[src/rtl/mips_ctrl_pkg.sv]
// Shared encodings for the multicycle MIPS controller: FSM states, instruction fields,
// ALU control codes and datapath mux selects.
package mips_ctrl_pkg;

  typedef enum logic [3:0] {
    StFetch  = 4'd0,
    StDecode = 4'd1,
    StMemAdr = 4'd2,
    StMemRd  = 4'd3,
    StMemWb  = 4'd4,
    StMemWr  = 4'd5,
    StExec   = 4'd6,
    StAluWb  = 4'd7,
    StBranch = 4'd8,
    StAddiEx = 4'd9,
    StAddiWb = 4'd10,
    StJump   = 4'd11
  } state_t;

  localparam logic [5:0] OpR    = 6'b000000;
  localparam logic [5:0] OpLw   = 6'b100011;
  localparam logic [5:0] OpSw   = 6'b101011;
  localparam logic [5:0] OpBeq  = 6'b000100;
  localparam logic [5:0] OpAddi = 6'b001000;
  localparam logic [5:0] OpJ    = 6'b000010;

  localparam logic [5:0] FnAdd = 6'b100000;
  localparam logic [5:0] FnSub = 6'b100010;
  localparam logic [5:0] FnAnd = 6'b100100;
  localparam logic [5:0] FnOr  = 6'b100101;
  localparam logic [5:0] FnNor = 6'b100111;
  localparam logic [5:0] FnSlt = 6'b101010;

  localparam logic [3:0] AluAnd = 4'b0000;
  localparam logic [3:0] AluOr  = 4'b0001;
  localparam logic [3:0] AluAdd = 4'b0010;
  localparam logic [3:0] AluSub = 4'b0110;
  localparam logic [3:0] AluSlt = 4'b0111;
  localparam logic [3:0] AluNor = 4'b1100;

  localparam logic [1:0] AluOpAdd   = 2'b00;
  localparam logic [1:0] AluOpSub   = 2'b01;
  localparam logic [1:0] AluOpFunct = 2'b10;

  localparam logic [1:0] SrcBReg   = 2'b00;
  localparam logic [1:0] SrcBFour  = 2'b01;
  localparam logic [1:0] SrcBImm   = 2'b10;
  localparam logic [1:0] SrcBImmSh = 2'b11;

  localparam logic [1:0] PcSrcAlu    = 2'b00;
  localparam logic [1:0] PcSrcAluOut = 2'b01;
  localparam logic [1:0] PcSrcJump   = 2'b10;

  function automatic logic funct_known(input logic [5:0] funct);
    case (funct)
      FnAdd, FnSub, FnAnd, FnOr, FnNor, FnSlt: funct_known = 1'b1;
      default:                                 funct_known = 1'b0;
    endcase
  endfunction

endpackage

[src/rtl/alu_decoder.sv]
// Combinational ALU decoder: ALUOp from the FSM plus the R-type funct field select ALUControl.
module alu_decoder
  import mips_ctrl_pkg::*;
(
  input  logic [1:0] alu_op,
  input  logic [5:0] funct,
  output logic [3:0] alu_control
);

  always_comb begin
    alu_control = AluAdd;
    case (alu_op)
      AluOpSub: alu_control = AluSub;
      AluOpFunct: begin
        case (funct)
          FnAdd:   alu_control = AluAdd;
          FnSub:   alu_control = AluSub;
          FnAnd:   alu_control = AluAnd;
          FnOr:    alu_control = AluOr;
          FnNor:   alu_control = AluNor;
          FnSlt:   alu_control = AluSlt;
          default: alu_control = AluAdd;
        endcase
      end
      default: alu_control = AluAdd;
    endcase
  end

endmodule

[src/rtl/multicycle_controller.sv]
// Main sequencing FSM for the multicycle MIPS datapath. Moore-decoded controls, with the
// memory-completion strobes qualified by mem_ready.
module multicycle_controller
  import mips_ctrl_pkg::*;
#(
  parameter logic [3:0] RESET_STATE = 4'd0
) (
  input  logic       clk,
  input  logic       rst_n,
  input  logic [5:0] Opcode,
  input  logic [5:0] Funct,
  input  logic       Zero,
  input  logic       mem_ready,
  output logic       mem_req,
  output logic       MemWrite,
  output logic       IorD,
  output logic       IRWrite,
  output logic       PCWrite,
  output logic [1:0] PCSrc,
  output logic       RegWrite,
  output logic       RegDst,
  output logic       MemtoReg,
  output logic       ALUSrcA,
  output logic [1:0] ALUSrcB,
  output logic [3:0] ALUControl,
  output logic       retire,
  output logic       illegal
);

  state_t     state;
  logic [1:0] alu_op;
  logic [3:0] alu_ctrl;

  always_ff @(posedge clk or negedge rst_n) begin
    if (!rst_n) begin
      state <= state_t'(RESET_STATE);
    end else begin
      case (state)
        StFetch:  if (mem_ready) state <= StDecode;
        StDecode: begin
          case (Opcode)
            OpLw, OpSw: state <= StMemAdr;
            OpR:        state <= funct_known(Funct) ? StExec : StFetch;
            OpBeq:      state <= StBranch;
            OpAddi:     state <= StAddiEx;
            OpJ:        state <= StJump;
            default:    state <= StFetch;
          endcase
        end
        StMemAdr: state <= (Opcode == OpLw) ? StMemRd : StMemWr;
        StMemRd:  if (mem_ready) state <= StMemWb;
        StMemWr:  if (mem_ready) state <= StFetch;
        StExec:   state <= StAluWb;
        StAddiEx: state <= StAddiWb;
        default:  state <= StFetch;  // single-cycle tails and unencoded values
      endcase
    end
  end

  always_comb begin
    mem_req  = 1'b0;
    MemWrite = 1'b0;
    IorD     = 1'b0;
    IRWrite  = 1'b0;
    PCWrite  = 1'b0;
    PCSrc    = PcSrcAlu;
    RegWrite = 1'b0;
    RegDst   = 1'b0;
    MemtoReg = 1'b0;
    ALUSrcA  = 1'b0;
    ALUSrcB  = SrcBReg;
    alu_op   = AluOpAdd;
    retire   = 1'b0;
    illegal  = 1'b0;
    case (state)
      StFetch: begin
        mem_req = 1'b1;
        ALUSrcB = SrcBFour;
        IRWrite = mem_ready;
        PCWrite = mem_ready;
      end
      StDecode: begin
        ALUSrcB = SrcBImmSh;
        case (Opcode)
          OpLw, OpSw, OpBeq, OpAddi, OpJ: illegal = 1'b0;
          OpR:     illegal = !funct_known(Funct);
          default: illegal = 1'b1;
        endcase
      end
      StMemAdr, StAddiEx: begin
        ALUSrcA = 1'b1;
        ALUSrcB = SrcBImm;
      end
      StMemRd: begin
        mem_req = 1'b1;
        IorD    = 1'b1;
      end
      StMemWb: begin
        RegWrite = 1'b1;
        MemtoReg = 1'b1;
        retire   = 1'b1;
      end
      StMemWr: begin
        mem_req  = 1'b1;
        MemWrite = 1'b1;
        IorD     = 1'b1;
        retire   = mem_ready;
      end
      StExec: begin
        ALUSrcA = 1'b1;
        alu_op  = AluOpFunct;
      end
      StAluWb: begin
        RegWrite = 1'b1;
        RegDst   = 1'b1;
        retire   = 1'b1;
      end
      StBranch: begin
        ALUSrcA = 1'b1;
        alu_op  = AluOpSub;
        PCSrc   = PcSrcAluOut;
        PCWrite = Zero;
        retire  = 1'b1;
      end
      StAddiWb: begin
        RegWrite = 1'b1;
        retire   = 1'b1;
      end
      StJump: begin
        PCSrc   = PcSrcJump;
        PCWrite = 1'b1;
        retire  = 1'b1;
      end
      default: ;
    endcase
    // While reset is held nothing may write; only the pending fetch request stays visible.
    if (!rst_n) begin
      MemWrite = 1'b0;
      IorD     = 1'b0;
      IRWrite  = 1'b0;
      PCWrite  = 1'b0;
      PCSrc    = 2'b00;
      RegWrite = 1'b0;
      RegDst   = 1'b0;
      MemtoReg = 1'b0;
      ALUSrcA  = 1'b0;
      ALUSrcB  = 2'b00;
      retire   = 1'b0;
      illegal  = 1'b0;
      mem_req  = 1'b1;
    end
  end

  alu_decoder u_alu_decoder (
    .alu_op     (alu_op),
    .funct      (Funct),
    .alu_control(alu_ctrl)
  );

  assign ALUControl = rst_n ? alu_ctrl : 4'b0000;

endmodule

[config.mk]
export PLATFORM = sky130hd
export DESIGN_NAME = multicycle_controller
export DESIGN_NICKNAME = d
export VERILOG_FILES = /design/src/rtl/mips_ctrl_pkg.sv /design/src/rtl/alu_decoder.sv /design/src/rtl/multicycle_controller.sv
export SDC_FILE = /design/constraint.sdc
export NUM_CORES = 1
export LEC_CHECK = 0
export CORE_UTILIZATION = 38
export CTS_CLUSTER_DIAMETER = 100
export DETAILED_ROUTE_END_ITERATION = 10
export GPL_TIMING_DRIVEN = 0
export PLACE_DENSITY = 0.76
export SLEW_MARGIN = 20
export SYNTH_ARGS = -nofsm -noshare
export SYNTH_HDL_FRONTEND = slang
export SYNTH_HIERARCHICAL = 1
export SYNTH_SLANG_ARGS = --single-unit
[constraint.sdc]
create_clock -name clk -period 1.7 [get_ports clk]
set_input_delay 0.17 -clock clk [delete_from_list [all_inputs] [get_ports clk]]
set_output_delay 0.17 -clock clk [all_outputs]
set_load 0.03 [all_outputs]
; Yosys cells after proc, flatten, opt, wreduce, memory -nomap -nowiden
; Index checks and enable logic that the tools add are counted.
[totals]
ff_bits = 4
latch_bits = 0
ramBits = 0
mem_bits_ro = 0
inputBits = 16
n_memories = 0
[classes]
addsub = 0
n_mul = 0
div_mod_pow = 0
order_cmp = 0
eq_ne = 27
shift = 0
n_mux = 41
bitwise_logic = 0
reduce_logical = 13
[ops]
columns = op, count
row1 = $eq A6 B6 Y1 const B, 8
row2 = $pmux W4 S5, 2
row3 = $pmux W4 S7, 1
row4 = $mux W1, 23
row5 = $eq A4 B3 Y1 const B, 4
row6 = $eq A4 B4 Y1 const B, 4
row7 = $mux W4, 4
row8 = $reduce_or A5 Y1, 2
row9 = $eq A4 B2 Y1 const B, 2
row10 = $pmux W2 S2, 2
row11 = $pmux W4 S2, 1
row12 = $eq A6 B2 Y1 const B, 1
row13 = $eq A6 B3 Y1 const B, 1
row14 = $eq A6 B4 Y1 const B, 1
row15 = $logic_not A6 Y1, 1
row16 = $mux W3, 2
row17 = $ne A2 B2 Y1 const B, 3
row18 = $pmux W2 S3, 1
row19 = $reduce_or A2 Y1, 3
row20 = $reduce_or A3 Y1, 2
row21 = $reduce_or A6 Y1, 1
row22 = $eq A4 B1 Y1 const B, 1
row23 = $logic_not A4 Y1, 1
row24 = $mux W2, 2
row25 = 7 further kinds, 8

; Depth between registers and ports, before layout
; Gate-level depths: netlist (run 1).
[logic_depth]
word_depth = 9
ltp_mapped = 9
depth_no_buf = 8

; Hierarchy
; The synthesis (run 1) kept the hierarchy.
[by_module_without_submodules]
columns = module, n_inst, cells_per_inst, area_per_inst_um2, seq_area_each_um2
row1 = multicycle_controller, 1, 96, 670.6, 100.1
row2 = alu_decoder, 1, 20, 142.6, 0.0

; Worst setup path after synthesis (run 1)
; No wires, ideal clock.
[synth_timing]
path_kind = register to output
startpoint = reg state[1]
endpoint = out IRWrite
arrival_ps = 1883
required_ps = 1530
setup_slack_ps = -353
path_stages_with_launch = 5
path_buffers = 1
path_cell_list = dfrtp_1 -> buf_2 -> nor2_2 -> nand2_1 -> nor4b_1
[synth_between]
elab_chain_cells = 3
[synth_rtl]
columns = element, line
row1 = start: declaration, multicycle_controller.sv:30  ; state_t state;
row2 = start signal: assignment, multicycle_controller.sv:36  ; state <= state_t'(RESET_STATE);
row3 = start signal: assignment, multicycle_controller.sv:39  ; StFetch: if (mem_ready) state <= StDecode;
row4 = start signal: assignment, multicycle_controller.sv:42  ; OpLw, OpSw: state <= StMemAdr;
row5 = $logic_not A4 Y1, multicycle_controller.sv:75  ; case (state)
row6 = $mux W1, multicycle_controller.sv:75
row7 = $mux W1, multicycle_controller.sv:137  ; if (!rst_n) begin
row8 = end: declaration, multicycle_controller.sv:17  ; output logic IRWrite,
; Every way passes these cells.

; Final worst setup path (run 1)
[layout_timing]
startpoint = reg state[2]
endpoint = out ALUControl[1]
[layout_between]
elab_chain_cells = 5
elab_cells_between_ends = 7
classes_between = 4 x eq/ne / 3 x mux
[layout_rtl]
columns = element, line
row1 = $eq A4 B4 Y1 / $eq A4 B3 Y1 (equally long branches), multicycle_controller.sv:75
row2 = $pmux W2 S2 *, multicycle_controller.sv:75
row3 = via alu_op[0], multicycle_controller.sv:31  ; logic [1:0] alu_op;
row4 = $eq A2 B2 Y1 / $eq A2 B1 Y1 (equally long branches), alu_decoder.sv:12  ; case (alu_op)
row5 = $pmux W4 S2 *, alu_decoder.sv:12
row6 = via alu_ctrl[1], multicycle_controller.sv:32  ; logic [3:0] alu_ctrl;
row7 = $mux W4 *, multicycle_controller.sv:160  ; assign ALUControl = rst_n ? alu_ctrl : 4'b0000;
row8 = end: declaration, multicycle_controller.sv:25  ; output logic [3:0] ALUControl,
; The timed path passes the listed nets; every way through them passes the cells marked *.

==> key figures, run 1 <==
Finish
  • Nets: 188
  • Relative area change from synthesis to final layout: 83.4%
  • Register with the highest flop count: state
  • Registers with the most flip-flops: state x4
  • Antenna Cells: 0
  • Layout cell share with drive strength beyond 1: 47.6%
  • Number of flip-flops under the largest register name: 4

Drt
  • Count of unresolved DRC violations after routing: 0
  • Iteration-0 DRC count of the detailed router: 29
  • DRT antenna net count: 0
  • DR WL/cell: 15.0 µm
  • Detailed Routing Iterations Pass 1: 4
  • Vias post-DR: 1066
  • Routed wire length: 2.92 mm
  • Via density per instance: 5.47

GRT
  • Vias in the first global route: 967
  • Remaining global-route overflow: 0
  • Wire length of the first global-routing pass: 4.40 mm
  • Global router's overall resource usage: 26.7%
  • Antenna violations before repair: 0
  • Maximum number of pins on one net before global-route repair: 11

CTS
  • Num CTS Buffers: 3
  • CTS tree: yes
  • Clock Latency Late Sink: 0.23 ns
  • Register clock-pin slew on the reported worst setup and hold paths: 0.04 ns
  • Deepest clock path buffer count: 2
  • Root buffer selected by CTS: sky130_fd_sc_hd__clkbuf_4
  • # clock sinks: 4
  • Number of H-tree levels: 1

Worst setup path
  • Largest fanout on the critical path: 4
  • Kind of end point of the critical path: output pin
  • Critical path launch point type: register
  • Worst setup path class: register to output pin
  • WP data arrival: 1.86 ns
  • Data required time at the worst endpoint: 1.53 ns

Yosys
  • Async set-or-reset flop fraction in the synthesized netlist: 100%
  • Cell area after synthesis: 813 µm²
  • Syn Nets: 134
  • Number of warnings issued by yosys: 6
  • Sequential area share after synthesis: 12.3%
  • Count of cell types in the netlist: 47
  • Syn avg cell area: 7.01 µm²
  • Flops & latches, synth: 4
  • Number of instances in the synthesized netlist: 116
  • Number of enable flip-flop cells after synthesis: 0
  • Synth Flop Type: sky130_fd_sc_hd__dfrtp_1

Power and ir drop
  • Static Leakage: 0.636 nW
  • Power density relative to cell area: 723 nW/µm²
  • Worst supply voltage drop on vdd: 0.000567 V
  • Final total power: 0.00108 W

Timing
  • Pins over their slew limit: 0
  • Setup slack of the critical path after layout: -0.330 ns
  • Count of final hold-check violations: 0
  • Worst clock skew: 0.00679 ns
  • Final worst path period share: 119%
  • Worst slew margin relative to its limit: 69.5%
  • Final setup fails: 5
  • Peak Freq: 493 MHz
  • Slew at the pin with the worst max-slew slack: 0.453 ns
  • Shortest period the worst path allows: 2.03 ns
  • Unrepaired setup endpoints after global routing: true
  • Aggregate negative setup slack: -1.35 ns

Floorplanning
  • Num ports: 35
  • Effective utilization at floorplan: 41.0%
  • Core Box Area: 1980 µm²
  • Chip height: 48.3 µm
  • Horiz. Die Dim: 48.3 µm
  • Number of rows created at floorplan: 16
  • Floorplan die area: 2330 µm²

Placement
  • Post-placement worst setup slack: -0.932 ns
  • Final weighted congestion in routability-driven placement: 0.834
  • HPWL Detailed: 1.73 mm
  • # port buffers: 34

Run
  • Total of max-cap violations: 0

Status
  • Failing checks: setup timing
  • Outcome: complete, but fails checks

Min path
  • Hold crit path type: input pin to async pin
==> cell usage in the layout, fill, tap and decap left out, types with 3 or more instances in the layout <==
cell type / instances
sky130_fd_sc_hd__buf_6: 12
sky130_fd_sc_hd__and2_1: 3
sky130_fd_sc_hd__o21ai_1: 3
sky130_fd_sc_hd__nand3_1: 4
sky130_fd_sc_hd__nor3_1: 3
sky130_fd_sc_hd__nand2b_1: 4
sky130_fd_sc_hd__nand2_1: 7
sky130_fd_sc_hd__nor2_1: 13
sky130_fd_sc_hd__and2_4: 3
sky130_fd_sc_hd__clkdlybuf4s50_1: 13
sky130_fd_sc_hd__nand2b_4: 3
sky130_fd_sc_hd__buf_2: 4
sky130_fd_sc_hd__clkbuf_2: 5
sky130_fd_sc_hd__nor2_4: 3
sky130_fd_sc_hd__clkbuf_4: 3
sky130_fd_sc_hd__buf_4: 19
sky130_fd_sc_hd__o21a_1: 3
sky130_fd_sc_hd__a21oi_1: 3
==> report_power, final <==
group | internal (W) | switching [W] | total [W]
clock network | 0.0000787 | 0.0000357 | 0.000114
logic | 0.000379 | 0.000442 | 0.000822
registers | 0.000116 | 0.0000261 | 0.000142
total | 0.000574 | 0.000504 | 0.00108
==> cell usage after synthesis (2+ instances only) <==
cell | count | area (µm²)
sky130_fd_sc_hd__nor3_1 | 6 | 30.0
sky130_fd_sc_hd__xor2_1 | 2 | 17.5
sky130_fd_sc_hd__nand2b_1 | 7 | 43.8
sky130_fd_sc_hd__a21oi_1 | 3 | 15.0
sky130_fd_sc_hd__nor2b_1 | 2 | 12.5
sky130_fd_sc_hd__buf_2 | 5 | 25.0
sky130_fd_sc_hd__o21ai_1 | 3 | 15.0
sky130_fd_sc_hd__mux2i_1 | 2 | 20.0
sky130_fd_sc_hd__ha_1 | 2 | 25.0
sky130_fd_sc_hd__inv_1 | 4 | 15.0
sky130_fd_sc_hd__a31oi_1 | 2 | 12.5
sky130_fd_sc_hd__nand2_1 | 8 | 30.0
sky130_fd_sc_hd__nor3b_2 | 2 | 25.0
sky130_fd_sc_hd__nor4b_1 | 2 | 17.5
sky130_fd_sc_hd__o21ai_0 | 2 | 10.0
sky130_fd_sc_hd__nor4_1 | 2 | 12.5
sky130_fd_sc_hd__and2_1 | 6 | 37.5
sky130_fd_sc_hd__nor2_1 | 16 | 60.1
sky130_fd_sc_hd__dfrtp_1 | 4 | 100
sky130_fd_sc_hd__o21a_1 | 3 | 22.5
sky130_fd_sc_hd__nand3b_1 | 2 | 15.0
sky130_fd_sc_hd__nand3_1 | 5 | 25.0
sky130_fd_sc_hd__a211o_1 | 2 | 17.5
==> metal layers <==
metal	share of wire [%]	vias to the layer above	global-route usage, %	wire length (µm)
met5	0	-	0	0
met4	1.9	0	9.44	55
met3	3.7	6	3.33	108
met2	51	44	47.2	1500
met1	43	493	33.0	1250
li1	-	523	-	-
==> metrics by stage <==
stage	instances	hold WS (ns)	area, µm²	utilization, %
detailed placement	177	0.469	1220	61.4
global placement	177	0.465	1220	61.4
floorplan	116	-0.126	843	-
global route	195	0.530	1490	75.3
finish	195	0.501	1490	75.3
CTS	194	0.497	1460	73.4
==> critical path, stage by stage (launching register included) <==
cell	delay (ns)
sky130_fd_sc_hd__dfrtp_2	0.41
sky130_fd_sc_hd__nand2b_4	0.16
sky130_fd_sc_hd__nor3_4	0.22
sky130_fd_sc_hd__inv_2	0.07
sky130_fd_sc_hd__ha_4	0.24
sky130_fd_sc_hd__a211o_1	0.23
sky130_fd_sc_hd__and2_4	0.16
sky130_fd_sc_hd__buf_6	0.13
==> final cells by class <==
cell class,count,area (µm²)
Buffer,6,55.1
Timing Repair Buffer,50,428
Tap cell,27,33.8
Clock buffer,3,22.5
Fill cell,138,490
Inverter,5,26.3
Sequential cell,4,103
Multi-Input combinational cell,100,823
==> logic make-up after synthesis <==
logic type / Yosys count / synth area share [%]
AOI/OAI and AO/OA: 23 / 20.3
adders and majority gates: 2 / 3.08
buffers and inverters: 12 / 7.23
and+or+nand+nor: 69 / 50.0
xor gates and xnor gates: 3 / 3.23
DFF: 4 / 12.3
muxes: 3 / 3.85
==> repair_timing <==
action | 4_1_cts | 5_1_grt
endpoints found under the hold margin | 4 | 0
setup endpoints to repair | 19 | 19
gates resized for setup | 127 | 31
pin swaps | 6 | 5
setup buffers | 14 | 3
hold buffers | 1 | 0
==> worst paths after layout <==
kind,start,depth (start not counted),end,slack (ns)
min,rst_n,2,state[3],0.50
min in group clk,Opcode[5],4,state[0],0.75
max,state[2],7,ALUControl[1],-0.33
min reg2reg,state[2],2,state[3],0.76
max in group asynchronous,rst_n,2,state[1],1.00
max reg2reg,state[3],8,state[1],0.20
(Power assumes the default switching activity.)
==> inputs of run 2 (changes only) <==
--- a/config.mk
+++ b/config.mk
@@ -7,3 +7,3 @@
 export LEC_CHECK = 0
-export CORE_UTILIZATION = 38
+export CORE_UTILIZATION = 42
 export CTS_CLUSTER_DIAMETER = 100
@@ -11,3 +11,3 @@
 export GPL_TIMING_DRIVEN = 0
-export PLACE_DENSITY = 0.76
+export PLACE_DENSITY = 0.8
 export SLEW_MARGIN = 20
==> constraint.sdc (replaced) <==
create_clock -name clk -period 2.1 [get_ports clk]
set_input_delay 0.315 -clock clk [delete_from_list [all_inputs] [get_ports clk]]
set_output_delay 0.315 -clock clk [all_outputs]
set_load 0.03 [all_outputs]
==> run 2 against run 1 <==
Against the previous run:
- the flow still finishes with violations (setup timing)
- critical endpoint unchanged
- global-route usage increased by 1.4 points
- clock skew decreased by 0.0040 ns
- final cell count decreased by 3.6%
- register-to-register slack improved by 0.49 ns
- clock-buffer cell count unchanged
- wire length decreased by 4.7%
- non-clock buffer count decreased by 5
- critical path type unchanged
- first-iteration DRC count decreased by 45%
- critical path depth unchanged
- power decreased by 24%
- largest cell class unchanged
==> key figures, run 2 (synthesis gave the netlist of run 1 again) <==
Status
  • Outcome: complete, but fails checks
  • Failing checks: setup timing

Drt
  • Iteration-0 DRC count of the detailed router: 16 (-45%)
  • Routed wire length: 2.78 mm (-4.7%)
  • Detailed-routed wire length on met3: 142 µm (+31%)
  • Count of unresolved DRC violations after routing: 0 (unchanged)
  • Wire length on met2: 1.52 mm (+1.3%)
  • DR WL/cell: 14.8 µm (-1.1%)
  • Via density per instance: 5.66 (+3.5%)
  • Vias post-DR: 1064 (-0.19%)
  • Top routing layer in use: met4
  • Detailed Routing Iterations Pass 1: 5 (+1)
  • Met1 Wirelength: 1.03 mm (-18%)
  • DRT antenna net count: 0 (unchanged)

CTS
  • # clock sinks: 4 (unchanged)
  • Register clock-pin slew on the reported worst setup and hold paths: 0.04 ns (about the same)
  • Root buffer selected by CTS: sky130_fd_sc_hd__clkbuf_4
  • Number of hold buffers added after cts: 0 (-1)
  • CTS tree: yes
  • Deepest clock path buffer count: 2 (unchanged)
  • Number of H-tree levels: 1 (unchanged)
  • Num CTS Buffers: 3 (unchanged)
  • Clock Latency Late Sink: 0.24 ns (about the same)

Finish
  • Nets: 183 (-2.7%)
  • Multi-input combinational cell area: 742 µm² (-9.9%)
  • Combined flip-flop and latch cell area: 103 µm² (unchanged)
  • Relative area change from synthesis to final layout: 69.8%
  • Registers with the most flip-flops: state x4
  • Commonest cells after routing, fill and taps aside: 15 x sky130_fd_sc_hd__nor2_1, 12 x sky130_fd_sc_hd__buf_4, 10 x sky130_fd_sc_hd__dlygate4sd2_1
  • Layout cell share with drive strength beyond 1: 34.4% (-13 points)
  • Register with the highest flop count: state
  • Number of inserted filler cells in the final layout: 131 (-5.1%)
  • Most common library cell in the layout ignoring fill and taps: sky130_fd_sc_hd__nor2_1
  • Final design instance area without fill: 1380 µm² (-7.4%)
  • Number of flip-flops under the largest register name: 4 (unchanged)
  • Antenna Cells: 0 (unchanged)

Worst setup path
  • WP data arrival: 1.87 ns (about the same)
  • Data required time at the worst endpoint: 1.78 ns (+0.25 ns)
  • R2R Path Start: state[0]
  • Kind of end point of the critical path: output pin
  • Depth of the most critical reg-to-reg path: 5 (-3)
  • Worst setup path class: register to output pin
  • Critical path launch point type: register
  • Capture instance of the worst register-to-register path: state[2]
  • Worst-case register-to-register setup slack: 0.69 ns (+0.49 ns)
  • Largest fanout on the critical path: 5 (+1)

Timing
  • Slew at the pin with the worst max-slew slack: 0.443 ns (-0.0101 ns)
  • Shortest period the worst path allows: 2.19 ns
  • Worst slew margin relative to its limit: 70.2% (+0.68 points)
  • Peak Freq: 458 MHz
  • Count of final hold-check violations: 0 (unchanged)
  • Unrepaired setup endpoints after global routing: true
  • Setup slack of the critical path after layout: -0.0851 ns (+0.245 ns)
  • Pins over their slew limit: 0 (unchanged)
  • Final setup fails: 2 (-3)
  • Final worst path period share: 104%
  • Worst clock skew: 0.00280 ns (-0.00400 ns)

Min path
  • Hold crit path type: input pin to async pin

Power and ir drop
  • Worst supply voltage drop on vdd: 0.000374 V (-34%)
  • Final total power: 0.000821 W (-24%)
  • Power density relative to cell area: 595 nW/µm² (-18%)
  • Static Leakage: 0.638 nW (+0.24%)

Placement
  • Post-DP Area: 1190 µm² (-2.1%)
  • Final weighted congestion in routability-driven placement: 0.778 (-6.8%)
  • # port buffers: 34 (unchanged)
  • HPWL Detailed: 1.76 mm (+1.5%)

Floorplanning
  • Horiz. Die Dim: 46.0 µm (-4.7%)
  • Chip height: 46.0 µm (-4.7%)
  • Effective utilization at floorplan: 46.1% (+5.1 points)
  • Num ports: 35 (unchanged)
  • Floorplan die area: 2120 µm² (-9.1%)
  • Core Box Area: 1760 µm² (-11%)
  • Number of rows created at floorplan: 15 (-1)

Run
  • Total of max-cap violations: 0 (unchanged)

GRT
  • Antenna violations before repair: 0 (unchanged)
  • Global router's overall resource usage: 28.1% (+1.4 points)
  • Maximum number of pins on one net before global-route repair: 11 (unchanged)
  • Remaining global-route overflow: 0 (unchanged)
  • Wire length of the first global-routing pass: 4.25 mm (-3.5%)
  • Vias in the first global route: 1009 (+4.3%)
## run 2: power by group
group / leakage (nW) / switching, W / internal, W
logic: 0.573 / 0.000334 / 0.000273
registers: 0.0507 / 0.0000195 / 0.0000942
clock network: 0.0138 / 0.0000362 / 0.0000642
total: 0.638 / 0.000390 / 0.000431
## run 2: timing repair
item                                    4_1_cts  5_1_grt
setup buffers                                 9        3
resized for setup                            76       18
pin swaps                                     4        5
cloned                                        0        0
hold endpoints to repair                      0        0
endpoints found under the setup margin       19       10
## run 2: routing by layer
| metal | track usage, % | up-vias |
|---|---|---|
| met5 | 0 | - |
| met4 | 19.4 | 0 |
| met3 | 5.56 | 12 |
| met2 | 49.0 | 54 |
| met1 | 29.9 | 483 |
| li1 | - | 515 |
## run 2: layout make-up
class	instances	share of cell area [%]
Clock buffer	3	1.63
Tap cell	25	2.26
Sequential cell	4	7.43
Buffer	6	3.99
Multi-Input combinational cell	100	53.7
Inverter	5	1.72
Timing Repair Buffer	45	29.3
## run 2: how the worst max path moves through the flow
stage	start	end	slack, ns	depth (start not counted)
final	state[0]	ALUControl[1]	-0.09	7
after global routing	state[1]	ALUControl[1]	-0.13	7
after CTS	state[2]	ALUControl[2]	-0.08	8
after detailed placement	state[3]	ALUControl[2]	-0.67	8
after global placement	state[2]	ALUControl[2]	-0.63	8
after floorplan	state[2]	ALUSrcB[0]	0.04	3
## run 2: worst max-delay path: stages (launching register included)
cell                       delay (ns)
sky130_fd_sc_hd__dfrtp_1         0.41
sky130_fd_sc_hd__nand2b_2        0.26
sky130_fd_sc_hd__nor2_4          0.15
sky130_fd_sc_hd__inv_1           0.05
sky130_fd_sc_hd__ha_1            0.19
sky130_fd_sc_hd__a211o_1         0.28
sky130_fd_sc_hd__and2_4          0.16
sky130_fd_sc_hd__buf_6           0.13
## run 2: per-stage QoR
stage	cells	util [%]	setup slack (ns)	setup TNS [ns]	hold slack, ns
floorplan	116	-	0.0400	0	0.0194
global placement	175	67.6	-0.630	-6.99	0.610
detailed placement	175	67.6	-0.672	-7.90	0.619
CTS	186	76.0	-0.0754	-0.137	0.0133
global route	188	78.3	-0.127	-0.331	0.0197
finish	188	78.3	-0.0851	-0.137	0.0139
